File: src/rtl/design_sel_sequencer.sv
// Design-select sequencer: holds the shared reset override low, swaps design_sel while the
// designs sit in reset, lets them settle, then releases. Optional auto-demo rotation.
module design_sel_sequencer #(
  parameter int unsigned RST_HOLD = 16,
  parameter int unsigned SETTLE   = 4,
  parameter int unsigned MAX_SEL  = 6,
  parameter int unsigned DWELL_W  = 24
) (
  input  logic               clk_i,
  input  logic               rst_n,
  input  logic               req_valid,
  input  logic [2:0]         req_sel,
  output logic               req_ready,
  input  logic               auto_en,
  input  logic [DWELL_W-1:0] dwell,
  output logic [2:0]         design_sel,
  output logic               rst_override_n,
  output logic               busy,
  output logic               done,
  output logic               err
);

  localparam int unsigned CntMax = (RST_HOLD > SETTLE) ? RST_HOLD : SETTLE;
  localparam int unsigned CntW   = (CntMax > 1) ? $clog2(CntMax) : 1;

  localparam logic [2:0]         MaxSel   = 3'(MAX_SEL);
  localparam logic [CntW-1:0]    CntOne   = CntW'(1);
  localparam logic [CntW-1:0]    HoldLd   = CntW'(RST_HOLD - 1);
  localparam logic [CntW-1:0]    SettleLd = CntW'(SETTLE - 1);
  localparam logic [DWELL_W-1:0] DwellOne = DWELL_W'(1);

  typedef enum logic [1:0] {StIdle, StDrain, StSettle} state_e;

  state_e             state_q, state_d;
  logic [CntW-1:0]    cnt_q, cnt_d;
  logic [2:0]         target_q, target_d;
  logic [2:0]         sel_q, sel_d;
  logic               ovr_n_q, ovr_n_d;
  logic               done_q, done_d;
  logic               err_q, err_d;
  logic [DWELL_W-1:0] dwell_cnt_q, dwell_cnt_d;

  logic       accept;
  logic       auto_on;
  logic       auto_fire;
  logic [2:0] auto_target;

  assign req_ready = (state_q == StIdle) && rst_n;
  assign busy      = (state_q != StIdle) && rst_n;
  assign accept    = req_valid && req_ready;
  assign auto_on   = auto_en && (dwell != '0);
  // >= rather than == so that shrinking dwell mid-count fires on the next idle edge.
  assign auto_fire = auto_on && (state_q == StIdle) && (dwell_cnt_q >= dwell - DwellOne);
  assign auto_target = ((sel_q >= MaxSel) || (sel_q == 3'd0)) ? 3'd1 : sel_q + 3'd1;

  always_comb begin
    state_d     = state_q;
    cnt_d       = cnt_q;
    target_d    = target_q;
    sel_d       = sel_q;
    ovr_n_d     = ovr_n_q;
    done_d      = 1'b0;
    err_d       = 1'b0;
    dwell_cnt_d = dwell_cnt_q;

    unique case (state_q)
      StIdle: begin
        ovr_n_d = 1'b1;
        // Host request has priority over the auto trigger, even when it is invalid.
        if (accept) begin
          dwell_cnt_d = '0;
          if (req_sel > MaxSel) begin
            err_d = 1'b1;
          end else begin
            target_d = req_sel;
            ovr_n_d  = 1'b0;
            cnt_d    = HoldLd;
            state_d  = StDrain;
          end
        end else if (auto_fire) begin
          dwell_cnt_d = '0;
          target_d    = auto_target;
          ovr_n_d     = 1'b0;
          cnt_d       = HoldLd;
          state_d     = StDrain;
        end else if (auto_on) begin
          dwell_cnt_d = dwell_cnt_q + DwellOne;
        end
      end
      StDrain: begin
        cnt_d = cnt_q - CntOne;
        if (cnt_q == '0) begin
          sel_d   = target_q;
          cnt_d   = SettleLd;
          state_d = StSettle;
        end
      end
      StSettle: begin
        cnt_d = cnt_q - CntOne;
        if (cnt_q == '0) begin
          ovr_n_d     = 1'b1;
          done_d      = 1'b1;
          dwell_cnt_d = '0;
          state_d     = StIdle;
        end
      end
      default: state_d = StIdle;
    endcase

    if (!auto_on) dwell_cnt_d = '0;
  end

  always_ff @(posedge clk_i) begin
    if (!rst_n) begin
      state_q     <= StIdle;
      cnt_q       <= '0;
      target_q    <= '0;
      sel_q       <= '0;
      ovr_n_q     <= 1'b0;
      done_q      <= 1'b0;
      err_q       <= 1'b0;
      dwell_cnt_q <= '0;
    end else begin
      state_q     <= state_d;
      cnt_q       <= cnt_d;
      target_q    <= target_d;
      sel_q       <= sel_d;
      ovr_n_q     <= ovr_n_d;
      done_q      <= done_d;
      err_q       <= err_d;
      dwell_cnt_q <= dwell_cnt_d;
    end
  end

  assign design_sel     = sel_q;
  assign rst_override_n = ovr_n_q;
  assign done           = done_q;
  assign err            = err_q;

endmodule
File: config.mk
export PLATFORM = sky130hd
export DESIGN_NAME = design_sel_sequencer
export DESIGN_NICKNAME = d
export VERILOG_FILES = /design/src/rtl/design_sel_sequencer.sv
export SDC_FILE = /design/constraint.sdc
export NUM_CORES = 1
export LEC_CHECK = 0
export ABC_AREA = 1
export CORE_MARGIN = 4
export CORE_UTILIZATION = 56
export CTS_CLUSTER_DIAMETER = 120
export DETAILED_ROUTE_END_ITERATION = 6
export PLACE_DENSITY = 0.8
export SETUP_SLACK_MARGIN = 0.05
export SLEW_MARGIN = 25
export SYNTH_ARGS = -nofsm -noshare
export SYNTH_HDL_FRONTEND = slang
export SYNTH_SLANG_ARGS = --single-unit
File: constraint.sdc
create_clock -name clk_i -period 3.55 [get_ports clk_i]
set_input_delay 0.5325 -clock clk_i [delete_from_list [all_inputs] [get_ports clk_i]]
set_output_delay 0.5325 -clock clk_i [all_outputs]
set_load 0.01 [all_outputs]
==> results of run 1 <==
cells in the final DEF (no fill, tap or decap), types with 2 or more instances in the layout:
cell / instances
buf_4: 35
o22ai_1: 2
xnor2_1: 17
nor2_4: 4
nand3_2: 7
nor3_1: 11
ha_1: 32
nor3_2: 5
o21ai_2: 2
inv_1: 63
nand2_1: 112
o21ai_0: 13
o21a_1: 3
nor4_1: 2
clkbuf_8: 5
nand3_1: 22
dlymetal6s2s_1: 9
nand2_2: 8
o211ai_1: 2
nand2_4: 4
nor2_2: 10
a21o_1: 2
a21oi_1: 33
dfxtp_1: 39
nor2_1: 43
xor2_1: 14
buf_12: 3
clkdlybuf4s50_1: 29
a21oi_2: 12
nand3b_1: 2
nand4_1: 8
cells in the mapped netlist (3+ instances only):
| cell | count |
|---|---|
| nand2_1 | 120 |
| inv_1 | 63 |
| nor2_1 | 52 |
| dfxtp_1 | 39 |
| a21oi_1 | 36 |
| ha_1 | 34 |
| nand3_1 | 24 |
| xnor2_1 | 17 |
| nor3_1 | 16 |
| xor2_1 | 14 |
| o21ai_0 | 13 |
| a21oi_2 | 9 |
| nand4_1 | 8 |
| nand3_2 | 5 |
| nor2_2 | 5 |
| nand2_4 | 3 |
| o21a_1 | 3 |
| o22ai_1 | 3 |
per-layer routing:
metal / vias up / track usage / part of all wire
li1: 1758 / - / -
met1: 1553 / 0.2987 / 0.45
met2: 88 / 0.3962 / 0.50
met3: 8 / 0.02816 / 0.041
met4: 0 / 0.05468 / 0.0066
met5: - / 0 / 0
sequential cells by signal, summed over array words and instances (netlist names):
name and count:
target_q 3, rst_override_n 1, design_sel 3, dwell_cnt_q 24
cnt_q 4, err 1, done 1, state_q 2
kinds of logic after synthesis:
family | share of synthesized area
adder cells (fa/ha/maj) | 0.1275
AO/OA/AOI/OAI | 0.1294
flip-flops | 0.2341
AND/OR/NAND/NOR | 0.3410
XOR/XNOR | 0.08140
buffers and inverters | 0.08665
repair_timing:
item | in CTS | in global routing
pin swaps | 2 | 21
buffers inserted | 0 | 4
resized for setup | 5 | 39
setup endpoints to repair | 17 | 34
final cells by class:
| class | instances | area (sq um) |
|---|---|---|
| multi-input combinational | 383 | 2401 |
| fill | 417 | 1291 |
| tap | 72 | 90.09 |
| inverter | 64 | 240.2 |
| sequential | 39 | 780.7 |
| timing repair buffer | 76 | 725.7 |
| clock inverter | 3 | 43.79 |
| clock buffer | 5 | 68.82 |
where the power goes:
part           internal, mW  total (mW)  switching, mW
clock network         0.210       0.381          0.171
registers             0.452       0.463         0.0115
logic                 0.144       0.312          0.168
worst max-delay path by stage:
stage          startpoint                           end  slack, ps  depth (start not counted)
5_1_grt         dwell[10]   dwell_cnt_q[4]$_SDFFE_PN0P_        -30                         23
3_5_place_dp     dwell[2]      target_q[0]$_SDFFE_PN0P_       -370                         21
3_3_place_gp     dwell[2]      target_q[0]$_SDFFE_PN0P_       -290                         21
6_report        dwell[10]  dwell_cnt_q[16]$_SDFFE_PN0P_        210                         23
4_1_cts          dwell[0]      target_q[0]$_SDFFE_PN0P_         60                         21
2_1_floorplan    dwell[0]  dwell_cnt_q[20]$_SDFFE_PN0P_        320                         23
worst min-delay path, stage by stage (launching register included):
cell and delay (ps):
dfxtp_1 310, nand2_1 70, a21oi_1 50
metrics by stage:
step                instances  setup TNS [ps]
floorplan                 492               0
finish                    642               0
CTS                       638               0
global route              642          -28.89
global placement          630           -5946
detailed placement        630           -8700
==> results.py, run 1 <==
metrics = {
    "outcome": {
        "status": "completed",
    },
    "drt": {
        "first_iter_violations": 170,
        "wire_per_inst_microns": 13.14,
        "vias": 3407,
        "first_pass_iters": 5,
        "vias_per_cell": 5.307,
        "antenna_violating_nets_post_route": 0,
        "drt-total-wl_mm": 8.438,
        "drc": 0,
    },
    "timing": {
        "setup_violations": 0,
        "skew_ps": 9.685,
        "slew_headroom": 0.5065,
        "min_period_over_period": 0.9402,
        "hold_slack_ps": 477.6,
        "fin_crit_ps": 3338,
        "fmax_ghz": 0.2996,
        "worst_slew_pin_slew_ps": 739.5,
        "drv_slew": 0,
        "finalHoldViolations": 0,
        "fin_ws_ps": 212.2,
    },
    "worst_setup_path": {
        "cp_num_buf_inv": 5,
        "cp_slowest_stage_delay_ps": 430,
        "rr_endpoint": "dwell_cnt_q[16]$_SDFFE_PN0P_",
        "crit_path_frequent_cell": "nand2_1",
        "path_max_fanout": 8,
        "worstPathArrival_ps": 3550,
        "r2r_cells": 9,
        "critPathKind": "input pin to register",
        "critPathLaunchType": "input pin",
        "reg2reg_slack_ps": 1280,
        "worstReg2RegStart": "state_q[0]$_SDFFE_PN0P_",
        "crit_slowest_cell": "clkdlybuf4s50_1",
        "endpoint_kind": "register",
        "cp_cell_sequence": "clkdlybuf4s50_1 > nor2_2 > nand4_1 > nor4_4 > nand2_2 > buf_4 > xor2_1 > inv_1 > ha_4 > nand2_1 > inv_1 > nand2_1 > nand2_1 > nand2_1 > nand2_1 > a21oi_2 > nand2_2 > nand2_4 > nand2_4 > nor2_8 > buf_12 > nand2_1 > a21oi_1",
        "required_ps": 3760,
        "crit_family": "simple AND/OR/NAND/NOR gates",
    },
    "yosys": {
        "synthTopCellsByArea": "dfxtp_1 (23%), nand2_1 (14%), ha_1 (13%), inv_1 (7.1%), nor2_1 (5.9%)",
        "ys_types": 39,
        "ys_seq_area_frac": 0.2341,
        "synth_top_cell_area_share": 0.2341,
        "synth.avg_cell_area_sq_um": 6.780,
        "syn_inst": 492,
        "synth.largest_area_cell": "dfxtp_1",
        "yosys_most_used_dff": "dfxtp_1",
        "synth-seq-cells": 39,
        "synthesis.nets": 557,
        "async_flop_share": 0,
        "synth_edf_count": 0,
        "ys_warn_count": 0,
        "syn-cell-area_sq_um": 3336,
    },
    "floorplanning": {
        "design.die.area_sq_um": 7256,
        "start_util": 0.5913,
        "die_y_microns": 85.18,
        "rows": 27,
        "io-pin-count": 39,
        "die_width_microns": 85.18,
        "core_area_sq_um": 5642,
    },
    "final_layout": {
        "layout-drive-gt1-share": 0.1860,
        "fin_area_sq_um": 4350,
        "areaGrowthSynthToFinish_pct": 30.42,
        "diodes": 0,
        "fin_nets": 634,
        "final_util": 0.7711,
    },
    "cts": {
        "clk_pin_slew_ps": 80,
        "clock_sinks": 39,
        "cts_tree": "done",
        "cts_root_buf": "clkbuf_8",
        "insertion_delay_ps": 300,
        "cts_buffer_depth": 2,
        "cts-htree-levels": 2,
        "ctsHoldBuffers": 0,
        "cts_inserted_buffers": 5,
    },
    "power": {
        "power_mw": 1.155,
        "leakage_nw": 1.958,
        "power_density_nw_per_um2": 265.6,
        "ir_drop_mv": 0.2507,
    },
    "placed_design": {
        "hpwl_mm": 6.509,
        "port_buffers": 38,
        "preCtsSetupSlack_ps": -371.6,
        "gp_congestion": 0.8611,
        "place_area_sq_um": 4050,
    },
    "global_route": {
        "overflow": 0,
        "grt_use_total": 0.2278,
        "grt_first_pass_wirelength_mm": 13.84,
        "antenna_found_initial": 0,
        "grt_pass1_vias": 3161,
        "grt_max_degree": 24,
    },
    "worst_hold_path": {
        "holdCritStartpoint": "target_q[2]$_SDFFE_PN0P_",
        "hp-class": "register to register",
        "holdPathEnd": "target_q[2]$_SDFFE_PN0P_",
        "whs_path_depth": 2,
    },
    "job": {
        "drv_cap": 0,
    },
}
Note: power is estimated with default switching activity, not from simulation.
==> run 2: changes to the inputs <==
--- a/config.mk
+++ b/config.mk
@@ -11,6 +11,7 @@
 export CTS_CLUSTER_DIAMETER = 120
 export DETAILED_ROUTE_END_ITERATION = 6
 export PLACE_DENSITY = 0.8
+export REMOVE_ABC_BUFFERS = 1
 export SETUP_SLACK_MARGIN = 0.05
 export SLEW_MARGIN = 25
 export SYNTH_ARGS = -nofsm -noshare
==> constraint.sdc (replaced) <==
create_clock -name clk_i -period 3.55 [get_ports clk_i]
set_input_delay 1.065 -clock clk_i [delete_from_list [all_inputs] [get_ports clk_i]]
set_output_delay 1.065 -clock clk_i [all_outputs]
set_load 0.01 [all_outputs]
==> results.py, run 2 (synthesis results as in run 1) <==
metrics = {
    "power": {
        "internal_power_mw": 0.8528,
        "p_sw_mw": 0.3724,
        "ir_drop_mv": 0.2545,
        "pwr-share-comb": 0.301,
        "power_frac_seq": 0.378,
        "leakage_nw": 2.145,
        "clockPowerShare": 0.321,
        "power_density_nw_per_um2": 253.6,
        "power.share.switching": 0.3039,
    },
    "final_layout": {
        "largestRegisters": "dwell_cnt_q x24, cnt_q x4",
        "areaGrowthSynthToFinish_pct": 44.82,
        "layout-drive-gt1-share": 0.3164,
        "fin_nets": 674,
        "layout_common_cells": "nand2_1 (105), buf_4 (70), inv_1 (59)",
        "largest_register": "dwell_cnt_q",
        "fin_area_sq_um": 4831,
        "largest_register_ffs": 24,
        "layout_commonest_cell": "nand2_1",
        "diodes": 0,
    },
    "timing": {
        "skew_ps": 9.349,
        "fin_crit_ps": 3779,
        "rsz0062_at_grt": "yes",
        "fin_ws_ps": -229.4,
        "finalHoldViolations": 0,
        "worst_slew_pin_slew_ps": 748.1,
        "drv_slew": 0,
        "setup_violations": 34,
        "fmax_ghz": 0.2646,
        "min_period_over_period": 1.065,
        "slew_headroom": 0.5007,
        "finalSetupTns_ps": -5877,
    },
    "drt": {
        "first_iter_violations": 348,
        "antenna_violating_nets_post_route": 0,
        "drt-total-wl_mm": 10.61,
        "drc": 0,
        "vias": 3801,
        "wire_per_inst_microns": 15.55,
        "first_pass_iters": 5,
        "vias_per_cell": 5.573,
    },
    "floorplanning": {
        "rows": 27,
        "start_util": 0.5913,
        "io-pin-count": 39,
        "die_width_microns": 85.18,
        "design.die.area_sq_um": 7256,
        "die_y_microns": 85.18,
        "core_area_sq_um": 5642,
    },
    "worst_setup_path": {
        "reg2reg_slack_ps": 1270,
        "endpoint": "dwell_cnt_q[4]$_SDFFE_PN0P_",
        "cp.depth": 21,
        "rr_endpoint": "dwell_cnt_q[8]$_SDFFE_PN0P_",
        "cp-startpoint": "dwell[9]",
        "path_max_fanout": 7,
        "endpoint_kind": "register",
        "cp_cell_sequence": "buf_8 > nor2_4 > buf_6 > nand4_1 > nor4_4 > nand2_2 > nor3_2 > xnor2_1 > ha_1 > a21oi_2 > nor2_1 > nor2_1 > nand2_1 > a21oi_2 > nand2_2 > nand2_4 > nand2_8 > nor2_8 > buf_12 > nand3b_1 > a21oi_1",
        "required_ps": 3780,
        "critPathLaunchType": "input pin",
        "cp_num_buf_inv": 3,
        "worstReg2RegStart": "state_q[0]$_SDFFE_PN0P_",
        "crit_family": "simple AND/OR/NAND/NOR gates",
        "crit_slowest_cell": "nor4_4",
        "critPathKind": "input pin to register",
        "r2r_cells": 9,
        "worstPathArrival_ps": 4010,
        "cp_slowest_stage_delay_ps": 350,
    },
    "placed_design": {
        "hpwl_mm": 6.333,
        "port_buffers": 38,
        "place_area_sq_um": 4178,
        "gp_congestion": 0.9221,
    },
    "cts": {
        "cts_root_buf": "clkbuf_8",
        "ctsHoldBuffers": 0,
        "clock_sinks": 39,
        "cts_buffer_depth": 2,
        "clk_pin_slew_ps": 70,
        "cts-htree-levels": 2,
        "cts_inserted_buffers": 5,
        "insertion_delay_ps": 300,
        "cts_tree": "done",
    },
    "global_route": {
        "grt_first_pass_wirelength_mm": 15.73,
        "antenna_found_initial": 0,
        "grt_use_total": 0.2622,
        "grt_pass1_vias": 3669,
        "grt_max_degree": 24,
        "overflow": 0,
    },
    "outcome": {
        "status": "finished with violations",
        "violations": "negative setup slack",
    },
    "job": {
        "drv_cap": 0,
    },
    "worst_hold_path": {
        "hp-class": "register to register",
    },
}
[run 2: cell count changes in the layout (fill, tap and decap cells not counted), moves of 8 or more]
| cell | previous run | this run |
|---|---|---|
| buf_6 | 0 | 8 |
| buf_4 | 35 | 70 |
| clkdlybuf4s50_1 | 29 | 18 |
| a21oi_2 | 12 | 22 |
| a21oi_1 | 33 | 23 |
[run 2: how the worst min path moves through the flow]
stage | start | to | slack, ps | cells past startpoint
after floorplan | target_q[1]$_SDFFE_PN0P_ | target_q[1]$_SDFFE_PN0P_ | 440 | 2
after global placement | target_q[2]$_SDFFE_PN0P_ | target_q[2]$_SDFFE_PN0P_ | 460 | 2
after detailed placement | target_q[2]$_SDFFE_PN0P_ | target_q[2]$_SDFFE_PN0P_ | 460 | 2
after CTS | target_q[2]$_SDFFE_PN0P_ | target_q[2]$_SDFFE_PN0P_ | 480 | 2
after global routing | target_q[2]$_SDFFE_PN0P_ | target_q[2]$_SDFFE_PN0P_ | 500 | 2
final | target_q[1]$_SDFFE_PN0P_ | target_q[1]$_SDFFE_PN0P_ | 480 | 2
[run 2: power by group through the flow]
stage	registers [mW]	logic, mW	clock network (mW)
after floorplan	0.472	0.154	0
after global placement	0.472	0.290	0
after detailed placement	0.473	0.298	0
after CTS	0.463	0.328	0.390
after global routing	0.465	0.400	0.408
final	0.463	0.369	0.394
[run 2: area by class of cell]
| type | instances | area [sq um] |
|---|---|---|
| flip-flops and latches | 39 | 780.7 |
| multi-input cells | 383 | 2574 |
| repair buffers | 116 | 1028 |
| inverters | 64 | 240.2 |
| clock buffers | 6 | 82.58 |
| well taps | 72 | 90.09 |
| fillers | 319 | 810.8 |
| clock inverters | 2 | 35.03 |
[run 2: timing repair]
action                                  CTS  global route
setup buffers                            22             5
gates cloned                              1             0
pin swaps                                42            44
endpoints found under the setup margin   35            34
resized for setup                        97            60
[run 2: metrics by stage]
step / setup WS [ps] / hold WS [ps] / util / cells / total power, mW
after CTS: -84.30 / 480.5 / 0.8148 / 678 / 1.181
after floorplan: -269.3 / 437.8 / - / 486 / 0.6263
after global routing: -383.3 / 495.6 / 0.8563 / 682 / 1.272
final: -229.4 / 482.4 / 0.8563 / 682 / 1.225
after detailed placement: -784.2 / 458.4 / 0.7405 / 647 / 0.7713
after global placement: -620.0 / 456.7 / 0.7405 / 647 / 0.7619
[run 2: layer usage]
| layer | up-vias | wire [microns] | GRT usage |
|---|---|---|---|
| li1 | 1841 | - | - |
| met5 | - | 0 | 0 |
| met4 | 0 | 432 | 0.1338 |
| met3 | 38 | 585 | 0.03689 |
| met1 | 1748 | 4199 | 0.2939 |
| met2 | 174 | 5391 | 0.4774 |
[run 2: worst min-delay path: cells and delay by family (launching register included)]
kind,cells,cell delay [ps]
flops,1,320
compound gates,1,60
simple gates,1,70
==> run 3: changes to the inputs <==
--- a/config.mk
+++ b/config.mk
@@ -6,13 +6,13 @@
 export NUM_CORES = 1
 export LEC_CHECK = 0
 export ABC_AREA = 1
-export CORE_MARGIN = 4
 export CORE_UTILIZATION = 56
 export CTS_CLUSTER_DIAMETER = 120
 export DETAILED_ROUTE_END_ITERATION = 6
 export PLACE_DENSITY = 0.8
 export REMOVE_ABC_BUFFERS = 1
 export SETUP_SLACK_MARGIN = 0.05
+export SKIP_LAST_GASP = 1
 export SLEW_MARGIN = 25
 export SYNTH_ARGS = -nofsm -noshare
 export SYNTH_HDL_FRONTEND = slang
==> results.py, run 3 (synthesis results as in run 1) <==
metrics = {
    "global_route": {
        "grt_first_pass_wirelength_mm": 16.49,
        "grt_pass1_vias": 3816,
        "overflow": 0,
        "antenna_found_initial": 0,
        "grt_use_total": 0.3338,
        "grt_max_degree": 24,
    },
    "timing": {
        "fin_ws_ps": -338.5,
        "drv_slew": 0,
        "skew_ps": 10.16,
        "slew_headroom": 0.4753,
        "fin_crit_ps": 3888,
        "min_period_over_period": 1.095,
        "finalHoldViolations": 0,
        "rsz0062_at_grt": "yes",
        "finalSetupTns_ps": -8286,
        "fmax_ghz": 0.2572,
        "setup_violations": 34,
        "worst_slew_pin_slew_ps": 786.3,
    },
    "power": {
        "ir_drop_mv": 0.2581,
        "clockPowerShare": 0.309,
        "pwr-share-comb": 0.331,
        "power_mw": 1.288,
        "p_sw_mw": 0.4053,
        "power_density_nw_per_um2": 257.0,
        "leakage_nw": 2.250,
        "power.share.switching": 0.3147,
        "power_frac_seq": 0.359,
        "internal_power_mw": 0.8825,
    },
    "outcome": {
        "violations": "negative setup slack",
        "status": "finished with violations",
    },
    "floorplanning": {
        "die_width_microns": 79.18,
        "design.die.area_sq_um": 6269,
        "rows": 27,
        "start_util": 0.5948,
        "core_area_sq_um": 5608,
        "die_y_microns": 79.18,
        "io-pin-count": 39,
    },
    "cts": {
        "cts_buffer_depth": 2,
        "clock_sinks": 39,
        "cts-htree-levels": 2,
        "cts_root_buf": "clkbuf_8",
        "insertion_delay_ps": 300,
        "ctsHoldBuffers": 0,
        "cts_inserted_buffers": 5,
        "cts_tree": "done",
        "clk_pin_slew_ps": 90,
    },
    "worst_hold_path": {
        "hp-class": "register to register",
        "whs_path_depth": 2,
        "holdPathEnd": "target_q[0]$_SDFFE_PN0P_",
        "holdCritStartpoint": "target_q[0]$_SDFFE_PN0P_",
    },
    "worst_setup_path": {
        "r2r_cells": 16,
        "worstReg2RegStart": "dwell_cnt_q[10]$_SDFFE_PN0P_",
        "critPathLaunchType": "input pin",
        "endpoint_kind": "register",
        "rr_endpoint": "dwell_cnt_q[17]$_SDFFE_PN0P_",
        "critPathKind": "input pin to register",
        "reg2reg_slack_ps": 1160,
        "path_max_fanout": 6,
        "cp-startpoint": "dwell[1]",
        "required_ps": 3780,
        "worstPathArrival_ps": 4120,
    },
    "placed_design": {
        "hpwl_mm": 6.326,
        "place_area_sq_um": 4195,
        "port_buffers": 38,
        "gp_congestion": 0.8543,
    },
    "final_layout": {
        "areaGrowthSynthToFinish_pct": 50.23,
        "layout_common_cells": "nand2_1 (101), buf_4 (79), inv_1 (57)",
        "diodes": 0,
        "layout_commonest_cell": "nand2_1",
        "layout-drive-gt1-share": 0.3376,
        "largestRegisters": "dwell_cnt_q x24, cnt_q x4",
        "largest_register_ffs": 24,
        "largest_register": "dwell_cnt_q",
        "fin_nets": 683,
        "fin_area_sq_um": 5011,
    },
    "drt": {
        "first_pass_iters": 7,
        "drt-total-wl_mm": 13.28,
        "first_iter_violations": 631,
        "wire_per_inst_microns": 19.22,
        "vias": 4290,
        "drc": 0,
        "antenna_violating_nets_post_route": 0,
        "vias_per_cell": 6.208,
    },
    "job": {
        "drv_cap": 0,
    },
}
==> run 3: changes by cell type in the layout (fill, tap and decap cells not counted), moves of 3 or more <==
cell             delta
clkbuf_2            +3
buf_4               +9
buf_6               +3
nand2_1             -4
clkdlybuf4s15_1     -3
buf_2               -3
nand2_4             +4
==> run 3: layout make-up <==
type	instances	area, sq um
tap	72	90.09
clock inverter	2	35.03
inverter	64	255.2
sequential	39	780.7
clock buffer	6	82.58
timing repair buffer	125	1127
fill	250	596.8
multi-input combinational	383	2640
==> run 3: power by group through the flow <==
stage | Combinational, mW | Sequential [mW] | Clock (mW)
6_report | 0.426 | 0.463 | 0.398
5_1_grt | 0.451 | 0.465 | 0.416
4_1_cts | 0.349 | 0.463 | 0.391
3_5_place_dp | 0.302 | 0.473 | 0
3_3_place_gp | 0.293 | 0.472 | 0
2_1_floorplan | 0.154 | 0.472 | 0
==> run 3: repair_timing <==
action,CTS,global route
gates resized for setup,96,92
pin swaps,39,60
setup buffers,26,4
setup endpoints to repair,34,35
gates cloned,1,1
hold endpoints to repair,0,0
==> run 3: per-layer routing <==
| layer | wire, microns | GRT usage |
|---|---|---|
| met1 | 4549 | 0.3394 |
| met2 | 6240 | 0.6353 |
| met3 | 1273 | 0.05287 |
| met4 | 1221 | 0.1945 |
| met5 | 0 | 0 |
==> run 3: stage by stage <==
step	cells	utilization	hold WS, ps	setup slack, ps
final	691	0.8936	473.6	-338.5
after global routing	691	0.8936	496.9	-488.5
after CTS	686	0.8331	469.7	-50.80
after detailed placement	651	0.7481	458.8	-773.9
after global placement	651	0.7481	454.3	-580.9
after floorplan	486	-	437.8	-269.3
==> run 3: worst max path at each step <==
stage	endpoint	slack (ps)	cells past startpoint
2_1_floorplan	dwell_cnt_q[20]$_SDFFE_PN0P_	-270	22
3_3_place_gp	dwell_cnt_q[23]$_SDFFE_PN0P_	-580	21
3_5_place_dp	dwell_cnt_q[23]$_SDFFE_PN0P_	-770	25
4_1_cts	dwell_cnt_q[23]$_SDFFE_PN0P_	-50	22
5_1_grt	dwell_cnt_q[17]$_SDFFE_PN0P_	-490	24
6_report	dwell_cnt_q[17]$_SDFFE_PN0P_	-340	25
==> run 3: critical path, cell delays in order <==
cell     delay, ps
buf_6           90
nor2_4          50
buf_4          120
buf_4          120
buf_4          120
buf_4          120
buf_4          120
buf_4          120
buf_4          130
nand2_1        100
xor2_1         160
ha_1           290
a21oi_1        250
nand3_1        130
nand2_1        100
nand2_2         70
nand2_1         90
nand2_2        100
nand2_4        120
nand2_8         70
nor2_8          90
buf_4          140
buf_16         110
nand2_1         70
a21oi_1        160
